## src/rtl/ysyx_24100012_pkg.sv

```systemverilog
// Shared types and constants for the NPC program-counter sequencer.
// Optional misaligned-target trap: define YSYX_24100012_MISALIGN_TRAP_EN.
package ysyx_24100012_pkg;

  typedef enum logic [1:0] {
    S_FETCH     = 2'd0,
    S_WAIT_INST = 2'd1,
    S_EXEC      = 2'd2,
    S_HALT      = 2'd3
  } state_e;

  localparam int unsigned INST_BYTES = 4;
  localparam logic [31:0] DEF_RESET_PC = 32'h8000_0000;

endpackage

```

## src/rtl/ysyx_24100012_pc_ctrl_if.sv

```systemverilog
// IFU fetch / EXU start-done handshake bundle of the PC sequencer.
// master = PC sequencer side, slave = IFU/EXU/branch-unit side.
interface ysyx_24100012_pc_ctrl_if #(
  parameter int ADDR_WIDTH = 32
) ();

  logic                  ifu_req_valid;
  logic                  ifu_req_ready;
  logic [ADDR_WIDTH-1:0] ifu_req_addr;
  logic                  ifu_rsp_valid;
  logic                  exu_start;
  logic                  exu_done;
  logic                  pc_sel;
  logic [ADDR_WIDTH-1:0] br_target;
  logic                  halt_req;

  modport master (
    output ifu_req_valid,
    output ifu_req_addr,
    output exu_start,
    input  ifu_req_ready,
    input  ifu_rsp_valid,
    input  exu_done,
    input  pc_sel,
    input  br_target,
    input  halt_req
  );

  modport slave (
    input  ifu_req_valid,
    input  ifu_req_addr,
    input  exu_start,
    output ifu_req_ready,
    output ifu_rsp_valid,
    output exu_done,
    output pc_sel,
    output br_target,
    output halt_req
  );

endinterface

```

## src/rtl/ysyx_24100012_next_pc.sv

```systemverilog
// Next-PC selection: PC+4 or halfword-aligned branch target.
// YSYX_24100012_MISALIGN_TRAP_EN redirects word-misaligned targets to mtvec.
module ysyx_24100012_next_pc
  import ysyx_24100012_pkg::*;
#(
  parameter int ADDR_WIDTH = 32
) (
  input  logic [ADDR_WIDTH-1:0] pc_i,
  input  logic                  pc_sel_i,
  input  logic [ADDR_WIDTH-1:0] br_target_i,
  input  logic [ADDR_WIDTH-1:0] mtvec_i,
  output logic [ADDR_WIDTH-1:0] npc_o,
  output logic                  misalign_o
);

  logic [ADDR_WIDTH-1:0] seq_pc;
  logic [ADDR_WIDTH-1:0] tgt_pc;
  logic                  unused_bits;

  assign seq_pc = pc_i + ADDR_WIDTH'(INST_BYTES);
  assign tgt_pc = {br_target_i[ADDR_WIDTH-1:1], 1'b0};
  assign unused_bits = ^{mtvec_i, br_target_i[0]};

`ifdef YSYX_24100012_MISALIGN_TRAP_EN
  assign misalign_o = pc_sel_i & br_target_i[1];

  always_comb begin
    npc_o = seq_pc;
    if (misalign_o) begin
      npc_o = {mtvec_i[ADDR_WIDTH-1:2], 2'b00};
    end else if (pc_sel_i) begin
      npc_o = tgt_pc;
    end
  end
`else
  assign misalign_o = 1'b0;
  assign npc_o = pc_sel_i ? tgt_pc : seq_pc;
`endif

endmodule

```

## src/rtl/ysyx_24100012_pc_ctrl.sv

```systemverilog
// PC sequencer: fetch -> wait inst -> exec -> next PC, retire count, halt.
// Optional trap on misaligned target: YSYX_24100012_MISALIGN_TRAP_EN.
module ysyx_24100012_pc_ctrl
  import ysyx_24100012_pkg::*;
#(
  parameter int                    ADDR_WIDTH = 32,
  parameter int                    DATA_WIDTH = 32,
  parameter logic [ADDR_WIDTH-1:0] RESET_PC   = ADDR_WIDTH'(DEF_RESET_PC)
) (
  input  logic                  clk,
  input  logic                  rst_n,
  ysyx_24100012_pc_ctrl_if.master bus,
  input  logic [ADDR_WIDTH-1:0] mtvec,
  output logic [ADDR_WIDTH-1:0] pc,
  output logic                  trap,
  output logic                  halted,
  output logic [DATA_WIDTH-1:0] instret
);

  state_e                state_q, state_d;
  logic [ADDR_WIDTH-1:0] pc_q, pc_d;
  logic [DATA_WIDTH-1:0] instret_q, instret_d;
  logic                  trap_q, trap_d;
  logic                  halted_q, halted_d;
  logic                  start_q, start_d;
  logic [ADDR_WIDTH-1:0] npc;
  logic                  misalign;

  ysyx_24100012_next_pc #(
    .ADDR_WIDTH (ADDR_WIDTH)
  ) u_next_pc (
    .pc_i        (pc_q),
    .pc_sel_i    (bus.pc_sel),
    .br_target_i (bus.br_target),
    .mtvec_i     (mtvec),
    .npc_o       (npc),
    .misalign_o  (misalign)
  );

  always_comb begin
    state_d   = state_q;
    pc_d      = pc_q;
    instret_d = instret_q;
    trap_d    = 1'b0;
    halted_d  = halted_q;
    start_d   = 1'b0;
    unique case (state_q)
      S_FETCH: begin
        if (bus.ifu_req_ready) state_d = S_WAIT_INST;
      end
      S_WAIT_INST: begin
        if (bus.ifu_rsp_valid) begin
          state_d = S_EXEC;
          start_d = 1'b1;
        end
      end
      S_EXEC: begin
        if (bus.exu_done) begin
          pc_d    = npc;
          state_d = S_FETCH;
          // a trapped instruction neither retires nor honours halt
          if (misalign) begin
            trap_d = 1'b1;
          end else begin
            instret_d = instret_q + 1'b1;
            if (bus.halt_req) begin
              state_d  = S_HALT;
              halted_d = 1'b1;
            end
          end
        end
      end
      S_HALT: begin
        halted_d = 1'b1;
      end
      default: state_d = S_FETCH;
    endcase
  end

  always_ff @(posedge clk or negedge rst_n) begin
    if (!rst_n) begin
      state_q   <= S_FETCH;
      pc_q      <= RESET_PC;
      instret_q <= '0;
      trap_q    <= 1'b0;
      halted_q  <= 1'b0;
      start_q   <= 1'b0;
    end else begin
      state_q   <= state_d;
      pc_q      <= pc_d;
      instret_q <= instret_d;
      trap_q    <= trap_d;
      halted_q  <= halted_d;
      start_q   <= start_d;
    end
  end

  assign bus.ifu_req_valid = (state_q == S_FETCH);
  assign bus.ifu_req_addr  = pc_q;
  assign bus.exu_start     = start_q;
  assign pc      = pc_q;
  assign trap    = trap_q;
  assign halted  = halted_q;
  assign instret = instret_q;

endmodule

```

## src/flat_wrapper.sv

```systemverilog
// flat-port wrapper written by rule: the top's interface ports become plain ports
module ysyx_24100012_pc_ctrl_flat import ysyx_24100012_pkg::*;
#(
  parameter int                    ADDR_WIDTH = 32,
  parameter int                    DATA_WIDTH = 32,
  parameter logic [ADDR_WIDTH-1:0] RESET_PC   = ADDR_WIDTH'(DEF_RESET_PC)
)
  (clk, rst_n, mtvec, pc, trap, halted, instret, bus_ifu_req_valid, bus_ifu_req_addr, bus_exu_start, bus_ifu_req_ready, bus_ifu_rsp_valid, bus_exu_done, bus_pc_sel, bus_br_target, bus_halt_req);
  ysyx_24100012_pc_ctrl_if #(.ADDR_WIDTH(ADDR_WIDTH)) bus_i ();
  input  logic clk;
  input  logic rst_n;
  input  logic [ADDR_WIDTH-1:0] mtvec;
  output logic [ADDR_WIDTH-1:0] pc;
  output logic trap;
  output logic halted;
  output logic [DATA_WIDTH-1:0] instret;
  output wire logic [$bits(bus_i.ifu_req_valid)-1:0] bus_ifu_req_valid;
  output wire logic [$bits(bus_i.ifu_req_addr)-1:0] bus_ifu_req_addr;
  output wire logic [$bits(bus_i.exu_start)-1:0] bus_exu_start;
  input wire logic [$bits(bus_i.ifu_req_ready)-1:0] bus_ifu_req_ready;
  input wire logic [$bits(bus_i.ifu_rsp_valid)-1:0] bus_ifu_rsp_valid;
  input wire logic [$bits(bus_i.exu_done)-1:0] bus_exu_done;
  input wire logic [$bits(bus_i.pc_sel)-1:0] bus_pc_sel;
  input wire logic [$bits(bus_i.br_target)-1:0] bus_br_target;
  input wire logic [$bits(bus_i.halt_req)-1:0] bus_halt_req;
  assign bus_ifu_req_valid = bus_i.ifu_req_valid;
  assign bus_ifu_req_addr = bus_i.ifu_req_addr;
  assign bus_exu_start = bus_i.exu_start;
  assign bus_i.ifu_req_ready = bus_ifu_req_ready;
  assign bus_i.ifu_rsp_valid = bus_ifu_rsp_valid;
  assign bus_i.exu_done = bus_exu_done;
  assign bus_i.pc_sel = bus_pc_sel;
  assign bus_i.br_target = bus_br_target;
  assign bus_i.halt_req = bus_halt_req;
  ysyx_24100012_pc_ctrl #(.ADDR_WIDTH(ADDR_WIDTH), .DATA_WIDTH(DATA_WIDTH), .RESET_PC(RESET_PC)) u_core (.clk(clk), .rst_n(rst_n), .bus(bus_i), .mtvec(mtvec), .pc(pc), .trap(trap), .halted(halted), .instret(instret));
endmodule
```

## config.mk

```make
export PLATFORM = sky130hd
export DESIGN_NAME = ysyx_24100012_pc_ctrl_flat
export DESIGN_NICKNAME = d
export VERILOG_FILES = /design/src/rtl/ysyx_24100012_pkg.sv /design/src/rtl/ysyx_24100012_pc_ctrl_if.sv /design/src/rtl/ysyx_24100012_next_pc.sv /design/src/rtl/ysyx_24100012_pc_ctrl.sv /design/src/flat_wrapper.sv
export SDC_FILE = /design/constraint.sdc
export NUM_CORES = 1
export LEC_CHECK = 0
export BUFFER_PORTS_ARGS = -buffer_cell sky130_fd_sc_hd__buf_2
export CORE_MARGIN = 1
export CORE_UTILIZATION = 53
export CTS_BUF_LIST = sky130_fd_sc_hd__clkbuf_4 sky130_fd_sc_hd__clkbuf_8
export DETAILED_ROUTE_END_ITERATION = 16
export PLACE_DENSITY = 0.88
export REMOVE_ABC_BUFFERS = 1
export SLEW_MARGIN = 20
export SYNTH_ARGS = -nofsm -noshare
export SYNTH_HDL_FRONTEND = slang
export SYNTH_SLANG_ARGS = --single-unit
```

## constraint.sdc

```tcl
create_clock -name clk -period 5.02 [get_ports clk]
set_input_delay 0.251 -clock clk [delete_from_list [all_inputs] [get_ports clk]]
set_output_delay 0.251 -clock clk [all_outputs]
set_load 0.1 [all_outputs]
```

== Yosys cells after proc, flatten, opt, wreduce, memory -nomap -nowiden ==
Cells that the tools add are included.

* Register bits: 68
* Input bits: 71
* Output and inout bits: 100
* Logic and storage cells: 31

* Add/sub/neg operators: 2
* Equal/unequal tests: 7
* Mux-type cells: 11
* Reduce and logical (&&, ||, !) cells: 6

{| class="wikitable"
|+ Operator list
! operator !! number
|-
| $add 32x1->32 const B || 1
|-
| $add 32x3->32 const B || 1
|-
| $mux 32 || 1
|-
| $mux 2 || 4
|-
| $ne 2x2->1 const B || 3
|-
| $pmux 2 s3 || 1
|-
| $eq 2x2->1 const B || 2
|-
| $mux 1 || 4
|-
| $reduce_and 4->1 || 1
|-
| $reduce_and 3->1 || 1
|-
| $reduce_bool 3->1 || 1
|-
| $eq 2x1->1 const B || 1
|-
| $logic_not 2->1 || 1
|-
| $ne 2x1->1 const B || 1
|-
| $pmux 1 s2 || 1
|-
| $reduce_and 2->1 || 1
|-
| $reduce_bool 2->1 || 1
|}

== Logic depth before layout (Yosys ltp) ==
Gate-level depths: netlist (run 1).

* Depth in word-level cells: 3
* Mapped depth: 8
* Mapped depth without buffers: 7

== By module ==
A second synthesis (run 1) with hierarchy kept.

* Cell total of the unflattened synthesis: 421
* Area, all modules: 4195.3 um^2

{| class="wikitable"
|+ By module, submodules not included
! module !! times used !! cells an instance !! area each (um^2) !! sequential area each (um^2)
|-
| ysyx_24100012_pc_ctrl || 1 || 256 || 3210.6 || 1727.9
|-
| ysyx_24100012_next_pc || 1 || 165 || 984.7 || 0.0
|}

== Least setup slack after synthesis (run 1) ==
No wires, ideal clock.

* Kind: register to register
* From: register u_core.pc_q[2], in the netlist u_core.bus.ifu_req_addr[2]
* To: register u_core.pc_q[24], in the netlist u_core.bus.ifu_req_addr[24]
* Library setup time: 0.072 ns
* Arrival time: 2.522 ns
* Required time: 4.948 ns
* Slack: 2.426 ns
* Stages on the path, launching flop included: 7
* Path buffers: 0
* Period minus slack after synthesis: 2.594 ns
* Cells stage by stage: dfrtp_1 -> ha_1 -> nand3_2 -> nor4_2 -> nand4_1 -> or4_1 -> nand4_1

* Cells in the longest elaborated chain, start to end: 2

{| class="wikitable"
|+ Ends and longest elaborated chain
! item !! line !! text
|-
| from (decl) || ysyx_24100012_pc_ctrl.sv:21 || <nowiki>logic [ADDR_WIDTH-1:0] pc_q, pc_d;</nowiki>
|-
| from (signal assigned) || ysyx_24100012_pc_ctrl.sv:90 || <nowiki>pc_q <= pc_d;</nowiki>
|-
| $add 32x3->32 || ysyx_24100012_next_pc.sv:20 || <nowiki>assign seq_pc = pc_i + ADDR_WIDTH'(INST_BYTES);</nowiki>
|-
| $mux 32 || ysyx_24100012_next_pc.sv:37 || <nowiki>assign npc_o = pc_sel_i ? tgt_pc : seq_pc;</nowiki>
|}

Every way passes these cells.
A chain may end at the register's enable or synchronous reset.

== Worst setup path in the final report (run 1) ==
* From: input bus_pc_sel
* To: register u_core.pc_q[18], in the netlist u_core.bus.ifu_req_addr[18]

* Cells in the longest elaborated chain, start to end: 1

{| class="wikitable"
|+ Ends and longest elaborated chain
! item !! line !! text
|-
| from (decl) || flat_wrapper.sv:23 || <nowiki>input wire logic [$bits(bus_i.pc_sel)-1:0] bus_pc_sel;</nowiki>
|-
| $mux 32 || ysyx_24100012_next_pc.sv:37 ||
|}

Every way passes these cells.

==> results by group, run 1 <==
Detailed routing
  – Vias per inst: 5.81
  – DRC: 0
  – Wire length per cell: roughly 15 microns
  – Via count: approximately 3,600
  – Final antenna-violating net count: 0
  – Final WL: 9.48 mm
  – DRT iter0 DRCs: ~250
  – Router iterations before antenna repair: 5

Critical path
  – Worst-path maximum fanout: 42
  – Buffers & Inverters on Critical Path: 2
  – CP required: approximately 5200 ps
  – Startpoint types: input port
  – CP Cell Sequence: buf_2 -> clkinv_1 -> or3_1 -> o21ai_0 -> nor3_1
  – Largest stage delay, worst path: 1050 ps
  – Worst r2r dst: u_core.bus.ifu_req_addr[26]
  – CP arrival: between 2000 and 3000 ps
  – FF-to-FF Start: u_core.bus.ifu_req_addr[10]
  – CP endpoint kind: flop
  – R2r worst-path depth: 5
  – Setup CP Type: input port to flop
  – FF-to-FF setup slack: ~2600 ps
  – Top Family by Delay on Critical Path: buffers and inverters
  – Critical path's slowest cell: clkinv_1

Clock tree
  – Post-CTS Hold Fix Bufs: 0
  – Clk sinks: 67
  – Post-CTS Resized: 0
  – H-tree depth: 3
  – Clk Tree Root Cell: clkbuf_8
  – Clk_lat worst skew: 340 ps
  – Clock buffer count from CTS: 9
  – CTS tree: done
  – Max clock buf depth: 2
  – CTS clk-pin slew, worst paths: 80 ps
  – Setup Buffers After CTS: 0

Logic synthesis
  – Post-synthesis async set-or-reset flop share: 1.00
  – Netlist cell types: between 50 and 60
  – Post-synth EDFFs: 0
  – Mapped cell area: between 3000 and 4000 sq um
  – Syn. warnings: 0
  – Cells after synthesis: around 420
  – Sequential share of the synthesized area: 0.432
  – Synthesis-stage register bit count: 67
  – Avg Inst Size Synth: slightly above 9 sq um
  – Ys flop type: dfrtp_1

STA
  – Fin crit share: 0.495
  – Fmax: 402 MHz
  – Post-route setup slack: ~2500 ps
  – Final Max Slew Viols: 0
  – Worst Tran Pin Value: between 1000 and 1500 ps
  – Final Hold Fails: 0
  – Fin crit period: about 2500 ps
  – Min Hold Slack: 88.7 ps
  – Slew headroom: 0.309
  – Final Setup Violations: 0
  – Clock skew: about 8 ps
  – RSZ-0062 raised after global routing: false
  – Aggregate negative setup slack: 0 ps

Finish
  – Most frequent cells in the layout: 134 x buf_2, 66 x dfrtp_1, 38 x nand2_1
  – Antenna diode instance count: 0
  – Share of layout cells above drive strength 1: 0.323
  – Most common cell after layout, fill and taps aside: buf_2
  – Layout area overhead: 19.4%
  – Nets: about 600
  – Post-route cell area: roughly 4600 sq um

Pwr
  – Worst vdd ir: 0.000132 V
  – Power Density: 263 nW/um^2
  – Leak Pwr: approximately 0.0023 uW

Placement
  – Port-buffer cells: 134
  – Final GP Congestion: 0.909
  – Post-DP HPWL: about 6.6 mm
  – Placed instance area: 4390 sq um
  – Setup WS pre-CTS: between 2000 and 3000 ps

Floorplanning
  – Placeable Area: about 7000 sq um
  – Die width: ~90 microns
  – I/O Pins: 171
  – Total Die Area: about 7700 sq um
  – Num rows: 30
  – Chip Height: between 80 and 90 microns
  – Initial cell density of the core: 0.559

Global routing
  – Vias in the first global route: around 3,400
  – Overall Global Routing Usage: 0.256
  – First-pass GRT wire length: roughly 15 mm
  – Largest net degree at the start of global routing: between 60 and 70
  – Initial antenna violation count: 0
  – Congestion Overflow GR: 0

Hold path
  – Hold Path Class: input port to asynchronous set/reset pin

Outcome
  – Status: finished clean

Flow run
  – Max capacitance violation total: 0
-- cell families after synthesis --
group                    count (synthesis)  synth area share
adder cells (fa/ha/maj)                  6            0.0193
other                                    1          0.000966
AO/OA/AOI/OAI                           86             0.139
buffers and inverters                   62            0.0931
AND/OR/NAND/NOR                        165             0.233
multiplexers                             5            0.0132
XOR/XNOR                                31            0.0699
flip-flops                              67             0.432
-- how the worst max path moves through the flow --
stage / startpoint / endpoint / slack, ps / depth (start not counted)
finish: bus_pc_sel / u_core.bus.ifu_req_addr[18] / 2530 / 5
global placement: bus_pc_sel / u_core.bus.ifu_req_addr[18] / 2670 / 5
CTS: u_core.bus.ifu_req_addr[10] / u_core.bus.ifu_req_addr[26] / 2670 / 5
detailed placement: bus_pc_sel / u_core.bus.ifu_req_addr[18] / 2670 / 5
global route: bus_pc_sel / u_core.bus.ifu_req_addr[18] / 2370 / 5
floorplan: u_core.bus.ifu_req_addr[2] / u_core.bus.ifu_req_addr[24] / 1710 / 6
-- synthesized netlist by cell type, types with 2 or more instances --
master | instances | area share
a21oi_1 | 28 | 0.036
a22oi_1 | 3 | 0.0058
a2bb2oi_1 | 7 | 0.016
a31oi_1 | 2 | 0.0032
a32oi_1 | 3 | 0.0068
and2_1 | 3 | 0.0048
and3_1 | 13 | 0.021
and4_1 | 5 | 0.011
buf_1 | 4 | 0.0039
buf_4 | 34 | 0.066
clkbuf_1 | 12 | 0.012
dfrtp_1 | 66 | 0.43
ha_1 | 6 | 0.019
inv_1 | 11 | 0.011
mux2i_1 | 4 | 0.010
nand2_1 | 38 | 0.037
nand2b_1 | 3 | 0.0048
nand3_1 | 30 | 0.039
nand3_2 | 2 | 0.0052
nand4_1 | 21 | 0.034
nor2_1 | 23 | 0.022
nor3_1 | 5 | 0.0064
nor3_2 | 2 | 0.0052
nor4_1 | 3 | 0.0048
nor4_2 | 4 | 0.013
o21ai_0 | 22 | 0.028
o22a_1 | 3 | 0.0068
o22ai_1 | 7 | 0.011
o2bb2ai_1 | 2 | 0.0045
or2_2 | 2 | 0.0032
or3_1 | 3 | 0.0048
or4_1 | 3 | 0.0058
xnor2_1 | 25 | 0.056
xor2_1 | 6 | 0.014
-- routing by layer --
metal  track usage  wire length [microns]  vias up
met5             0                      0        -
met3        0.0415                    624       18
met2         0.422                   4710      182
met1         0.321                   3970     1729
met4         0.143                    169        0
li1              -                      -     1689
-- state kept, by name, indices dropped and copies added, names as in the netlist --
signal                   cells
u_core.state_q               2
u_core.instret              32
u_core.halted                1
u_core.bus.exu_start         1
u_core.bus.ifu_req_addr     31
-- report_power, final --
group | total [uW] | internal [uW] | switching, uW | leakage [uW]
Combinational | 116 | 23.8 | 92.5 | 0.00126
Sequential | 548 | 542 | 5.13 | 0.000892
Clock | 556 | 334 | 221 | 0.000124
Total | 1220 | 900 | 319 | 0.00227
-- metrics by stage --
step           utilization  power, uW  std cells
6_report             0.667       1220        623
5_1_grt              0.667       1260        623
4_1_cts              0.667       1230        623
3_5_place_dp         0.632        674        607
3_3_place_gp         0.632        673        607
2_1_floorplan            -        632        374
-- cell type report --
class                      count  area (sq um)
timing repair buffer         137           693
fill                         576          2310
inverter                      11          41.3
multi-input combinational    296          1850
clock inverter                 7           125
clock buffer                   9           124
tap                           96           120
sequential                    67          1680
(Power assumes the default switching activity.)
==> run 2: changes to the inputs <==
--- a/config.mk
+++ b/config.mk
@@ -5,12 +5,13 @@
 export SDC_FILE = /design/constraint.sdc
 export NUM_CORES = 1
 export LEC_CHECK = 0
+export ABC_AREA = 1
 export BUFFER_PORTS_ARGS = -buffer_cell sky130_fd_sc_hd__buf_2
 export CORE_MARGIN = 1
-export CORE_UTILIZATION = 53
+export CORE_UTILIZATION = 52
 export CTS_BUF_LIST = sky130_fd_sc_hd__clkbuf_4 sky130_fd_sc_hd__clkbuf_8
 export DETAILED_ROUTE_END_ITERATION = 16
-export PLACE_DENSITY = 0.88
+export PLACE_DENSITY = 0.84
 export REMOVE_ABC_BUFFERS = 1
 export SLEW_MARGIN = 20
 export SYNTH_ARGS = -nofsm -noshare
==> constraint.sdc (replaced) <==
create_clock -name clk -period 2.45 [get_ports clk]
set_input_delay 0.1225 -clock clk [delete_from_list [all_inputs] [get_ports clk]]
set_output_delay 0.1225 -clock clk [all_outputs]
set_load 0.1 [all_outputs]
==> run 2 against run 1 <==
Against the previous run:
- core utilization is 2.4 points lower
- final cell count is 46% higher
- register-to-register slack worse by 2400 ps
- clock skew is 6.4 ps higher
- worst hold slack worse by 74 ps
- critical path type is now flop to flop
==> results by group, run 2 <==
Logic synthesis
  – Ys flop type: dfrtp_1
  – Sequential share of the synthesized area: 0.366
  – Largest family of logic cells by synthesized area: simple AND/OR/NAND/NOR gates
  – Synth area leader: dfrtp_1
  – Avg Inst Size Synth: about 6.7 sq um
  – Synth top area share: 0.361
  – Post-Synth XOR/XNOR Area: 0.0421
  – Synth top cells by count: 280 x nand2_1, 90 x nor2_1, 66 x dfrtp_1
  – Post-synthesis async set-or-reset flop share: 1.00
  – Netlist cell types: 37
  – Post-Synth Adder-Cell Area: 0.0164
  – Synth Area in Compound Gates: 0.0467
  – Post-synthesis mux area share: 0.00219
  – Most common cell in the netlist: nand2_1
  – Syn. warnings: 0
  – Post-synth EDFFs: 0
  – Synthesis-stage register bit count: 67
  – Cells after synthesis: roughly 700
  – Top post-synthesis cells by area: dfrtp_1 36%, nand2_1 23%, nor2_1 7.4%
  – Synth Area in Simple Gates: 0.409
  – Mapped cell area: between 4000 and 5000 sq um

STA
  – Fin crit share: 0.913
  – RSZ-0062 raised after global routing: false
  – Slew headroom: 0.472
  – Fin crit period: around 2200 ps
  – Final Max Slew Viols: 0
  – Final Setup Violations: 0
  – Aggregate negative setup slack: 0 ps
  – Clock skew: 14.6 ps
  – Final Hold Fails: 0
  – Worst Tran Pin Value: 792 ps
  – Fmax: around 450 MHz

Critical path
  – FF-to-FF setup slack: ~210 ps
  – Worst r2r dst: u_core.bus.ifu_req_addr[5]
  – Setup CP Type: flop to flop
  – CP arrival: roughly 2500 ps
  – CP Cell Sequence: inv_1 -> ha_1 -> nand2_2 -> clkinv_1 -> buf_4 -> nand2_1 -> buf_4 -> inv_1 -> nand3_1 -> o21ai_0 -> a31oi_1
  – WP depth: 11
  – CP required: around 2700 ps
  – Startpoint types: flop
  – Top Family by Delay on Critical Path: buffers and inverters
  – Buffers & Inverters on Critical Path: 5
  – R2r worst-path depth: 11
  – Critical path's slowest cell: dfrtp_1
  – Worst-path maximum fanout: 16
  – Largest stage delay, worst path: between 400 and 500 ps
  – CP endpoint kind: flop
  – FF-to-FF Start: u_core.state_q[0]

Detailed routing
  – Vias per inst: between 5 and 6
  – Final WL: 11.9 mm
  – DRC: 0
  – Via count: roughly 4,800
  – Wire length per cell: 13.0 microns
  – Final antenna-violating net count: 0
  – Router iterations before antenna repair: 5
  – DRT iter0 DRCs: 278

Global routing
  – Initial antenna violation count: 0
  – First-pass GRT wire length: 19.5 mm
  – Largest net degree at the start of global routing: 35
  – Met3 usage: 0.0419
  – Met2 Use GR: 0.472
  – Vias in the first global route: between 4,000 and 5,000
  – GR peak layer: met2
  – Overall Global Routing Usage: 0.274
  – Met1 usage: 0.338
  – Congestion Overflow GR: 0

Finish
  – Largest register FFs: 32
  – Non-Filler Instances: between 900 and 1,000
  – Most common cell after layout, fill and taps aside: nand2_1
  – Share of layout cells above drive strength 1: 0.215
  – Most frequent cells in the layout: 280 x nand2_1, 134 x buf_2, 90 x nor2_1
  – Post-route cell area: 5390 sq um
  – Final core utilization: 0.643
  – Nets: 878
  – Layout area overhead: 17.7%
  – Antenna diode instance count: 0

Hold path
  – Hold Path Class: input port to flop
  – Worst hold endpoint: u_core.halted
  – Hold_sp: bus_halt_req
  – Hold Crit Depth: 2

Clock tree
  – Setup Buffers After CTS: 0
  – Clk sinks: between 60 and 70
  – CTS clk-pin slew, worst paths: ~90 ps
  – Clk Tree Root Cell: clkbuf_8
  – H-tree depth: 3
  – CTS tree: done
  – Clock buffer count from CTS: 9
  – Clk_lat worst skew: ~350 ps
  – Max clock buf depth: 2

Floorplanning
  – I/O Pins: 171
  – Placeable Area: 8380 sq um
  – Initial cell density of the core: 0.546
  – Die width: around 96 microns
  – Chip Height: 95.8 microns
  – Num rows: 33
  – Total Die Area: 9190 sq um

Placement
  – Final GP Congestion: a little over 0.9
  – Port-buffer cells: 134
  – Placed instance area: 5150 sq um
  – Placed insts: 890
  – Post-DP HPWL: around 8.7 mm

Outcome
  – Status: finished clean

Flow run
  – Max capacitance violation total: 0
==> run 2: changes by cell type in the layout (fill, tap and decap cells not counted), sizes merged, moves of 6 or more <==
cell | previous run | this run
nand2 | 39 | 282
inv | 11 | 61
nand3 | 32 | 40
nand4 | 22 | 8
and3 | 13 | 0
nand3b | 0 | 9
xnor2 | 25 | 12
a2bb2oi | 7 | 0
nor2 | 24 | 99
nor4 | 7 | 0
o22ai | 7 | 1
a21oi | 28 | 7
==> run 2: cell type report <==
class | instances | area (sq um)
multi-input combinational | 517 | 2370
tap | 105 | 131
sequential | 67 | 1680
clock inverter | 6 | 48.8
fill | 745 | 2990
inverter | 61 | 229
timing repair buffer | 145 | 791
clock buffer | 10 | 138
==> run 2: timing repair <==
action	in CTS	in global routing
resized for setup	0	0
endpoints found under the hold margin	37	0
hold buffers	5	0
setup endpoints to repair	0	0
==> run 2: worst register-to-register path, stage by stage, from the launching register on <==
cell,delay (ps)
dfrtp_1,420
inv_1,90
ha_1,240
nand2_2,280
clkinv_1,150
buf_4,200
nand2_1,70
buf_4,240
inv_1,140
nand3_1,90
o21ai_0,80
a31oi_1,160
==> run 2: worst max-delay path by stage <==
stage | from | to
after floorplan | u_core.bus.ifu_req_addr[2] | u_core.bus.ifu_req_addr[28]
after global placement | u_core.state_q[0] | u_core.bus.ifu_req_addr[5]
after detailed placement | u_core.state_q[0] | u_core.bus.ifu_req_addr[5]
after CTS | u_core.state_q[0] | u_core.bus.ifu_req_addr[5]
after global routing | u_core.state_q[0] | u_core.bus.ifu_req_addr[5]
final | u_core.state_q[0] | u_core.bus.ifu_req_addr[5]
==> run 2: logic make-up after synthesis <==
group | Yosys count
simple gates | 448
xor+xnor | 22
buf+inv | 106
mux | 1
fa+ha+maj | 6
other cells | 1
flops | 67
compound gates | 37
==> run 2: routing by layer <==
metal | wire [microns] | part of all wire
met5 | 0 | 0
met4 | 285 | 0.024
met3 | 1010 | 0.085
met2 | 5750 | 0.48
met1 | 4820 | 0.41
==> run 2: through the flow <==
step,worst slack (ps),hold slack (ps)
final,212,14.3
after global routing,34.2,4.14
after CTS,231,3.85
after detailed placement,266,249
after global placement,380,241
after floorplan,-496,-173
Power of run 2 is not shown: default switching activity piles up to over one toggle a cycle in this logic, so the estimate is an artifact.
